[config.mk]
export PLATFORM = sky130hd
export DESIGN_NAME = wbu_gpr_flat
export DESIGN_NICKNAME = d
export VERILOG_FILES = /design/src/rtl/wbu_gpr_pkg.sv /design/src/rtl/wbu_gpr_if.sv /design/src/rtl/wbu_gpr_gpr_file.sv /design/src/rtl/wbu_gpr.sv /design/src/flat_wrapper.sv
export SDC_FILE = /design/constraint.sdc
export NUM_CORES = 2
export LEC_CHECK = 0
export CELL_PAD_IN_SITES_DETAIL_PLACEMENT = 1
export CELL_PAD_IN_SITES_GLOBAL_PLACEMENT = 1
export CORE_UTILIZATION = 56
export DETAILED_ROUTE_END_ITERATION = 10
export PLACE_DENSITY_LB_ADDON = 0.1
export SKIP_CTS_REPAIR_TIMING = 1
export SLEW_MARGIN = 0
export SYNTH_ARGS = -nofsm -noshare
export SYNTH_HDL_FRONTEND = slang
export SYNTH_SLANG_ARGS = --single-unit
export TNS_END_PERCENT = 5
[constraint.sdc]
create_clock -name clk -period 5.9 [get_ports clk]
set_input_delay 0.59 -clock clk [delete_from_list [all_inputs] [get_ports clk]]
set_output_delay 0.59 -clock clk [all_outputs]
set_load 0.01 [all_outputs]
[src/rtl/wbu_gpr_pkg.sv]
// Shared encodings for the write-back stage: write-back ops, branch
// conditions and the compare codes produced by the EXU.
package wbu_gpr_pkg;

  typedef enum logic [1:0] {
    WB_PASS   = 2'd0,
    WB_SLT    = 2'd1,
    WB_BRANCH = 2'd2,
    WB_NONE   = 2'd3
  } wb_op_e;

  typedef enum logic [2:0] {
    BR_EQ = 3'd0,
    BR_NE = 3'd1,
    BR_LT = 3'd4,
    BR_GE = 3'd5
  } br_cond_e;

  localparam logic [31:0] CMP_EQ = 32'h0000_0000;
  localparam logic [31:0] CMP_GT = 32'h0000_0002;
  localparam logic [31:0] CMP_LT = 32'h0000_0004;

  // Branch decision from the EXU compare code; unknown conditions are not taken.
  function automatic logic branch_taken(input logic [2:0] cond, input logic [31:0] cmp);
    logic taken;
    case (cond)
      BR_EQ:   taken = (cmp == CMP_EQ);
      BR_NE:   taken = (cmp != CMP_EQ);
      BR_LT:   taken = (cmp == CMP_LT);
      BR_GE:   taken = (cmp != CMP_LT);
      default: taken = 1'b0;
    endcase
    return taken;
  endfunction

endpackage

[src/rtl/wbu_gpr_if.sv]
// Bus between the EXU/fetch side and the write-back stage with its GPR ports.
interface wbu_gpr_if;
  logic        in_valid;
  logic        in_ready;
  logic [31:0] exu_data;
  logic [1:0]  wb_op;
  logic [2:0]  br_cond;
  logic [4:0]  rd;
  logic        wen;
  logic [31:0] pc;
  logic [31:0] imm;
  logic [4:0]  raddr1;
  logic [4:0]  raddr2;
  logic [31:0] rdata1;
  logic [31:0] rdata2;
  logic        out_valid;
  logic        out_ready;
  logic [31:0] next_pc;
  logic        br_taken;

  modport slave (
    input  in_valid, exu_data, wb_op, br_cond, rd, wen, pc, imm,
    input  raddr1, raddr2, out_ready,
    output in_ready, rdata1, rdata2, out_valid, next_pc, br_taken
  );

  modport master (
    output in_valid, exu_data, wb_op, br_cond, rd, wen, pc, imm,
    output raddr1, raddr2, out_ready,
    input  in_ready, rdata1, rdata2, out_valid, next_pc, br_taken
  );
endinterface

[src/rtl/wbu_gpr_gpr_file.sv]
// Architectural register file: two combinational read ports, one
// synchronous write port, x0 and out-of-range indices read as zero.
module gpr_file #(
  parameter int NR_REG = 32
) (
  input  logic        clk,
  input  logic        rst_n,
  input  logic        i_we,
  input  logic [4:0]  i_waddr,
  input  logic [31:0] i_wdata,
  input  logic [4:0]  i_raddr1,
  input  logic [4:0]  i_raddr2,
  output logic [31:0] o_rdata1,
  output logic [31:0] o_rdata2
);
  localparam logic [5:0] NR_W = 6'(NR_REG);

  logic [31:0] r_mem [0:NR_REG-1];
  logic        w_wr_ok;

  assign w_wr_ok = i_we && (i_waddr != 5'd0) && ({1'b0, i_waddr} < NR_W);

  // Storage update: clear everything on reset, otherwise single write port.
  always_ff @(posedge clk) begin
    if (!rst_n) begin
      for (int i = 0; i < NR_REG; i++) begin
        r_mem[i] <= 32'h0;
      end
    end else if (w_wr_ok) begin
      r_mem[i_waddr] <= i_wdata;
    end
  end

  // Zero-latency reads with x0 and out-of-range indices forced to zero.
  always_comb begin
    o_rdata1 = 32'h0;
    o_rdata2 = 32'h0;
    if ((i_raddr1 != 5'd0) && ({1'b0, i_raddr1} < NR_W)) o_rdata1 = r_mem[i_raddr1];
    else o_rdata1 = 32'h0;
    if ((i_raddr2 != 5'd0) && ({1'b0, i_raddr2} < NR_W)) o_rdata2 = r_mem[i_raddr2];
    else o_rdata2 = 32'h0;
  end
endmodule

[src/rtl/wbu_gpr.sv]
// Write-back stage: one-entry result register feeding the GPR file and
// the next-PC computation, with forwarding of the pending write.
module wbu_gpr
  import wbu_gpr_pkg::*;
#(
  parameter int NR_REG = 32
) (
  input logic      clk,
  input logic      rst_n,
  wbu_gpr_if.slave bus
);
  localparam logic [5:0] NR_W = 6'(NR_REG);

  logic        r_busy;
  logic        r_wr_pend;
  logic [4:0]  r_rd;
  logic [31:0] r_wdata;
  logic [31:0] r_next_pc;
  logic        r_br_taken;

  logic        w_accept;
  logic        w_commit;
  logic        w_taken;
  logic        w_wr_req;
  logic [31:0] w_wdata;
  logic [31:0] w_next_pc;
  logic [31:0] w_gpr_rd1;
  logic [31:0] w_gpr_rd2;

  assign bus.in_ready  = !r_busy || bus.out_ready;
  assign bus.out_valid = r_busy;
  assign bus.next_pc   = r_next_pc;
  assign bus.br_taken  = r_br_taken;
  assign w_accept      = bus.in_valid && bus.in_ready;
  assign w_commit      = r_busy && bus.out_ready;

  // Decode the incoming result: write data, write qualification, branch target.
  // Target and write data are resolved here so the stage only holds results.
  always_comb begin
    w_wdata   = bus.exu_data;
    w_wr_req  = 1'b0;
    w_taken   = 1'b0;
    case (bus.wb_op)
      WB_PASS:   w_wdata = bus.exu_data;
      WB_SLT:    w_wdata = {31'b0, (bus.exu_data == CMP_LT)};
      WB_BRANCH: w_taken = branch_taken(bus.br_cond, bus.exu_data);
      default:   w_wdata = bus.exu_data;
    endcase
    if (bus.wen && (bus.rd != 5'd0) && ({1'b0, bus.rd} < NR_W) &&
        ((bus.wb_op == WB_PASS) || (bus.wb_op == WB_SLT))) w_wr_req = 1'b1;
    else w_wr_req = 1'b0;
    if (w_taken) w_next_pc = bus.pc + bus.imm;
    else w_next_pc = bus.pc + 32'd4;
  end

  // Stage register: load on accept, drain on commit, hold while stalled.
  always_ff @(posedge clk) begin
    if (!rst_n) begin
      r_busy     <= 1'b0;
      r_wr_pend  <= 1'b0;
      r_rd       <= 5'd0;
      r_wdata    <= 32'h0;
      r_next_pc  <= 32'h0;
      r_br_taken <= 1'b0;
    end else if (w_accept) begin
      r_busy     <= 1'b1;
      r_wr_pend  <= w_wr_req;
      r_rd       <= bus.rd;
      r_wdata    <= w_wdata;
      r_next_pc  <= w_next_pc;
      r_br_taken <= w_taken;
    end else if (w_commit) begin
      r_busy     <= 1'b0;
    end
  end

  gpr_file #(.NR_REG(NR_REG)) u_gpr_file (
    .clk      (clk),
    .rst_n    (rst_n),
    .i_we     (w_commit && r_wr_pend),
    .i_waddr  (r_rd),
    .i_wdata  (r_wdata),
    .i_raddr1 (bus.raddr1),
    .i_raddr2 (bus.raddr2),
    .o_rdata1 (w_gpr_rd1),
    .o_rdata2 (w_gpr_rd2)
  );

  // Read ports: pending write data overrides the array for a matching index.
  always_comb begin
    bus.rdata1 = w_gpr_rd1;
    bus.rdata2 = w_gpr_rd2;
    if (r_busy && r_wr_pend && (bus.raddr1 == r_rd)) bus.rdata1 = r_wdata;
    else bus.rdata1 = w_gpr_rd1;
    if (r_busy && r_wr_pend && (bus.raddr2 == r_rd)) bus.rdata2 = r_wdata;
    else bus.rdata2 = w_gpr_rd2;
  end
endmodule

[src/flat_wrapper.sv]
// flat-port wrapper written by rule: the top's interface ports become plain ports
module wbu_gpr_flat import wbu_gpr_pkg::*;
#(
  parameter int NR_REG = 32
)
  (clk, rst_n, bus_in_valid, bus_exu_data, bus_wb_op, bus_br_cond, bus_rd, bus_wen, bus_pc, bus_imm, bus_raddr1, bus_raddr2, bus_out_ready, bus_in_ready, bus_rdata1, bus_rdata2, bus_out_valid, bus_next_pc, bus_br_taken);
  wbu_gpr_if bus_i ();
  input logic clk;
  input logic rst_n;
  input wire logic [$bits(bus_i.in_valid)-1:0] bus_in_valid;
  input wire logic [$bits(bus_i.exu_data)-1:0] bus_exu_data;
  input wire logic [$bits(bus_i.wb_op)-1:0] bus_wb_op;
  input wire logic [$bits(bus_i.br_cond)-1:0] bus_br_cond;
  input wire logic [$bits(bus_i.rd)-1:0] bus_rd;
  input wire logic [$bits(bus_i.wen)-1:0] bus_wen;
  input wire logic [$bits(bus_i.pc)-1:0] bus_pc;
  input wire logic [$bits(bus_i.imm)-1:0] bus_imm;
  input wire logic [$bits(bus_i.raddr1)-1:0] bus_raddr1;
  input wire logic [$bits(bus_i.raddr2)-1:0] bus_raddr2;
  input wire logic [$bits(bus_i.out_ready)-1:0] bus_out_ready;
  output wire logic [$bits(bus_i.in_ready)-1:0] bus_in_ready;
  output wire logic [$bits(bus_i.rdata1)-1:0] bus_rdata1;
  output wire logic [$bits(bus_i.rdata2)-1:0] bus_rdata2;
  output wire logic [$bits(bus_i.out_valid)-1:0] bus_out_valid;
  output wire logic [$bits(bus_i.next_pc)-1:0] bus_next_pc;
  output wire logic [$bits(bus_i.br_taken)-1:0] bus_br_taken;
  assign bus_i.in_valid = bus_in_valid;
  assign bus_i.exu_data = bus_exu_data;
  assign bus_i.wb_op = bus_wb_op;
  assign bus_i.br_cond = bus_br_cond;
  assign bus_i.rd = bus_rd;
  assign bus_i.wen = bus_wen;
  assign bus_i.pc = bus_pc;
  assign bus_i.imm = bus_imm;
  assign bus_i.raddr1 = bus_raddr1;
  assign bus_i.raddr2 = bus_raddr2;
  assign bus_i.out_ready = bus_out_ready;
  assign bus_in_ready = bus_i.in_ready;
  assign bus_rdata1 = bus_i.rdata1;
  assign bus_rdata2 = bus_i.rdata2;
  assign bus_out_valid = bus_i.out_valid;
  assign bus_next_pc = bus_i.next_pc;
  assign bus_br_taken = bus_i.br_taken;
  wbu_gpr #(.NR_REG(NR_REG)) u_core (.clk(clk), .rst_n(rst_n), .bus(bus_i));
endmodule
== Yosys cells after proc, flatten, opt, wreduce, memory -nomap -nowiden ==
Memory sizes are Yosys's and may differ from the RTL's.
Cells that the tools add are included.

* Output and inout bits: 99
* Memories kept: 1
* Bits of input ports: 121
* Register bits after elaboration: 72
* RAM bits: 1024

{| class="wikitable"
|+ Memories
! memory !! depth !! bits a word !! read ports !! clocked after Yosys merged registers in !! write ports !! RTL line !! text
|-
| u_core.u_gpr_file.r_mem || 32 || 32 || 2 || 0 || 32 || wbu_gpr_gpr_file.sv:18 || <nowiki>logic [31:0] r_mem [0:NR_REG-1];</nowiki>
|}

* Reductions and logical operators: 22
* Equal/unequal tests: 9
* $add $sub $neg: 2
* Multiplexer cells: 18

{| class="wikitable"
|+ Operators with widths
! operator !! count
|-
| two-way mux 32 bit || 7
|-
| adder 32 x 3 -> 32 bit, second input constant || 1
|-
| adder 32 bit || 1
|-
| equality test 32 x 3 -> 1 bit, second input constant || 1
|-
| logical NOT 32 bit || 1
|-
| != test 32 x 3 -> 1 bit, second input constant || 1
|-
| nonzero test 32 bit || 1
|-
| OR reduction 32 bit || 1
|-
| nonzero test 5 bit || 4
|-
| equality test 5 bit || 2
|-
| logical AND 1 bit || 9
|-
| two-way mux 1 bit || 9
|-
| equality test 3 bit, second input constant || 2
|-
| two-way mux 5 bit || 1
|-
| case mux 1 bit (4 select lines) || 1
|-
| equality test 3 x 1 -> 1 bit, second input constant || 1
|-
| logical NOT 3 bit || 1
|-
| equality test 2 x 1 -> 1 bit, second input constant || 1
|-
| equality test 2 bit, second input constant || 1
|-
| logical NOT 2 bit || 1
|-
| logical OR 1 bit || 2
|-
| nonzero test 2 bit || 1
|-
| logical NOT 1 bit || 1
|}

== Longest topological paths before layout ==
* Depth after elaboration: 8
* Depth in mapped cells: 10
* Mapped depth without buffers: 10

== Modules after synthesis ==
From an unflattened synthesis, not the netlist that was laid out.

* Cell total of the unflattened synthesis: 4239
* Area, all modules: 60092.6 um2

{| class="wikitable"
|+ By module, submodules not included
! module !! times used !! cells an instance !! seq. area each (um2) !! area each (um2)
|-
| gpr_file || 1 || 3507 || 30749.5 || 54232.0
|-
| wbu_gpr || 1 || 732 || 1441.4 || 5860.6
|}

== Least setup slack after synthesis ==
No wires, ideal clock.

* Kind: input to register
* Start point: input port rst_n
* End point: memory u_core.u_gpr_file.r_mem[10][0] (enable)
* Setup slack: 1.809 ns
* Path buffers: 1
* Data arrival time: 3.625 ns
* Cell stages on the path: 6
* Library setup time: 0.466 ns
* Cells stage by stage: nand4_1 -> inv_1 -> nand2_1 -> or3_1 -> clkbuf_1 -> o21ai_0

{| class="wikitable"
|+ RTL lines
! what !! RTL line !! text
|-
| start, declared || flat_wrapper.sv:9 || <nowiki>input logic rst_n;</nowiki>
|-
| end, declared || wbu_gpr_gpr_file.sv:18 ||
|}

== Worst setup path in the final report ==
* Start point: input port bus_raddr1[2]
* End point: output port bus_rdata1[3]

* Longest elaborated chain between the ends: 3

{| class="wikitable"
|+ RTL lines
! what !! RTL line !! text
|-
| start, declared || flat_wrapper.sv:18 || <nowiki>input wire logic [$bits(bus_i.raddr1)-1:0] bus_raddr1;</nowiki>
|-
| memory read (32 x 32 bit), or another cell as far along || -- ||
|-
| two-way mux 32 bit or logical AND 1 bit (tied branches) || wbu_gpr_gpr_file.sv:38, wbu_gpr.sv:93 ||
|-
| two-way mux 32 bit * || wbu_gpr.sv:93 || <nowiki>if (r_busy && r_wr_pend && (bus.raddr1 == r_rd)) bus.rdata1 = r_wdata;</nowiki>
|-
| end, declared || flat_wrapper.sv:22 || <nowiki>output wire logic [$bits(bus_i.rdata1)-1:0] bus_rdata1;</nowiki>
|}

Mark *: on every way between the ends. The rest lies on a longest branch, timed or not.

==> out/qor.yml <==
status: "finished clean"
finalSetupViolCount: 0
crit_path_end: "bus_rdata1[3]"
cts.clk_slew.worst_paths_ns: 0.07
crit_family: "compound AO/OA/AOI/OAI gates"
netlist.area_leader.share: 0.5102
post-route-period-util: 0.8142
start_kind: "input pin"
dieArea_um2: 108900
vias: 43315
cts_made_buffers: 118
crit_chain: "buf_4 > nand2b_2 > buf_4 > o21ai_0 > a21oi_1 > nor2_1 > o211ai_1 > o21ai_0 > o21ai_0 > clkdlybuf4s50_1"
die_w_um: 330.1
synth_edf_count: 1024
ys_seq_elements: 1096
num_rows: 119
grt_pass1_wl_mm: 316.5
synth_cell_type_count: 64
drv_cap: 0
timing.rr.start: "u_core.bus.out_valid$_SDFFE_PN0P_"
die_h_um: 330.1
yosys.area.top_type: "edfxtp_1"
cts.sinks: 1096
clock_latency_ns: 0.73
power.leakage_uw: 0.02442
worst_pin_slew_ns: 1.351
synth_flop_cell: "edfxtp_1"
cp_max_fo: 16
antenna_found_initial: 19
cp_common_cell: "o21ai_0"
reg2reg_slack_ns: 2.15
irDropWorstVdd_v: 0.0002496
layout.nets: 4712
drt-total-wl_mm: 221.2
multi_input_area_um2: 26920
hold_path.class: "register to register"
drive_gt1_frac: 0.1991
place_congestion: 0.8970
globalRouteOverflowTotal: 0
syn2layout_area_growth_pct: 13.20
r2r_end: "u_core.u_gpr_file.r_mem[12][18]$_SDFFCE_PN0P_"
p_switching_uw: 4961
rr_worst_depth: 5
io_buffers: 219
htreeDepth: 3
dpl.hpwl_mm: 135.8
yosys_warnings: 0
min_from: "u_core.bus.next_pc[7]$_SDFFE_PN0P_"
first_pass_iters: 6
finClkSkew_ns: 0.02193
grt_use_total: 0.4080
ys_seq_area_frac: 0.5341
grt_start_max_net_pins: 87
cts_tree: "yes"
crit_path_top_delay_cell: "o21ai_0"
intPower_uw: 13970
cpPeakStageDelay_ns: 0.75
fin_crit_ns: 4.804
crit_start: "bus_raddr1[2]"
antenna_left: 0
max_freq_mhz: 208.2
routed_via_density: 7.154
slew_viol_final: 0
worstPathRequired_ns: 5.31
crit_type: "input pin to primary output"
grt_pass1_vias: 45536
p_clk_frac: 0.391
regArea_um2: 32190
route.detailed.drc: 0
final_util: 0.6436
switching_share: 0.2621
crit_buf_inv: 3
start_util: 0.5685
crit_arrival_ns: 4.21
hold_viol: 0
wire_per_inst_um: 36.53
ctsRootBufferMaster: "clkbuf_16"
powerDensity_nw_per_um2: 277.4
cp.depth: 10
num_io_pins: 220
synth.area.top_cells: "edfxtp_1 (51%), mux4_2 (17%), and2_1 (10%)"
p_seq_frac: 0.474
critPathCaptureType: "primary output"
syn_area_um2: 60270
synthArstFlopShare: 0
clock_tree.buffer_depth: 3
syn_area_per_cell_um2: 13.47
tns_ns: 0
combPwrFrac: 0.135
drt_iter0_drc: 5781
nFillCells: 9836
rsz0062_at_grt: "no"
core_um2: 106000
max-slew-margin-rel: 0.09741
netlist_instances: 4473
flip-flops by register name (all words and copies together) (netlist names):
signal                   count
u_core.r_rd                  5
u_core.bus.br_taken          1
u_core.r_wdata              32
u_core.bus.next_pc          32
u_core.r_wr_pend             1
u_core.u_gpr_file.r_mem   1024
u_core.bus.out_valid         1
power by group through the flow:
stage	clock network, µW	logic [µW]	registers (µW)
after floorplan	0	1420	9050
after global placement	0	2410	9080
after detailed placement	0	2470	9120
after CTS	7400	2500	8960
after global routing	7640	2640	8990
final	7400	2560	8980
synthesized netlist by cell type (6+ instances only):
cell type  instances
ha_1              32
a21oi_1          147
o211ai_1          44
dfxtp_1           72
a221oi_1          64
mux4_2           451
nor4_1            12
nor3_1            18
nand2b_1          14
and3_1            14
a22oi_1           67
a21o_1            24
a31oi_1            6
buf_2             68
nand4_1           14
o21ai_0          228
o21ai_1           14
nor2_1           126
nand3_1           61
edfxtp_1        1024
nor2b_1            6
nand2_1          172
xor2_1            32
xnor2_1           33
mux2_2            64
inv_1              9
and2_1          1001
buf_1             21
clkbuf_1         347
mux2i_1          223
metal layers:
metal  wire length [µm]  global-route usage
met5                 39                   0
met4              14890              0.2385
met3              24610             0.08726
met2             104300              0.6527
met1              77310              0.5162
area by class of cell:
| cell class | count | area share |
|---|---|---|
| antenna | 8 | 0.0002934 |
| clock buffer | 162 | 0.04737 |
| clock inverter | 56 | 0.007445 |
| inverter | 9 | 0.0005318 |
| multi-input combinational | 2957 | 0.3945 |
| sequential | 1096 | 0.4718 |
| tap | 1391 | 0.02551 |
| timing repair buffer | 376 | 0.05254 |
cell families (layout without fill, tap and decap cells):
| group | after synthesis | in the layout | synth area share |
|---|---|---|---|
| buffers and inverters | 451 | 603 | 0.02983 |
| other | 1 | 40 | 0.00006222 |
| flip-flops | 1096 | 1096 | 0.5341 |
| adder cells (fa/ha/maj) | 33 | 33 | 0.006975 |
| multiplexers | 738 | 738 | 0.2175 |
| AO/OA/AOI/OAI | 634 | 634 | 0.06462 |
| XOR/XNOR | 65 | 65 | 0.009446 |
| AND/OR/NAND/NOR | 1455 | 1455 | 0.1374 |
placed cells by master (no fill, tap or decap), types with 11 or more instances in the layout:
cell type,count
xor2_1,32
o21ai_4,23
a21oi_1,147
buf_4,143
nand2_1,171
clkinv_2,22
nor2_1,102
a221oi_1,64
buf_12,17
edfxtp_1,1024
clkdlybuf4s50_1,208
a22oi_1,67
ha_1,32
o21ai_1,14
mux2i_1,223
o21ai_0,205
and3_1,14
a21o_1,24
clkinv_1,16
clkbuf_1,36
dfxtp_1,72
nand3_1,61
nand4_1,14
nor3_1,11
mux4_2,451
nor2_4,20
clkbuf_16,121
xnor2_1,33
o211ai_1,44
mux2_2,64
and2_1,1000
conb_1,32
worst reg2reg max path: stages, from the launching register on:
cell	delay (ns)
dfxtp_1	0.45
nand4_1	0.42
nor2_1	0.40
nand3b_1	0.67
o21ai_4	0.86
buf_4	0.57
worst min path at each step:
stage / slack, ns / depth (start not counted) / endpoint
floorplan: 0.47 / 2 / u_core.bus.next_pc[27]$_SDFFE_PN0P_
global placement: 0.44 / 2 / u_core.r_wdata[2]$_SDFFE_PN0P_
detailed placement: 0.44 / 2 / u_core.bus.next_pc[27]$_SDFFE_PN0P_
CTS: 0.45 / 3 / u_core.r_wdata[3]$_SDFFE_PN0P_
global route: 0.48 / 2 / u_core.r_wdata[9]$_SDFFE_PN0P_
finish: 0.46 / 2 / u_core.bus.next_pc[7]$_SDFFE_PN0P_
per-stage QoR:
stage / power [µW] / cell area [µm²] / hold WS, ns / setup slack [ns] / instances
2_1_floorplan: 10480 / 60390 / 0.4715 / 1.809 / 4504
3_3_place_gp: 11490 / 64470 / 0.4394 / 1.361 / 5829
3_5_place_dp: 11590 / 64470 / 0.4444 / 1.320 / 5829
4_1_cts: 18860 / 68210 / 0.4518 / 1.291 / 6047
5_1_grt: 19270 / 68210 / 0.4785 / 1.085 / 6048
6_report: 18930 / 68230 / 0.4586 / 1.096 / 6055
Note: power is estimated with default switching activity, not from simulation.
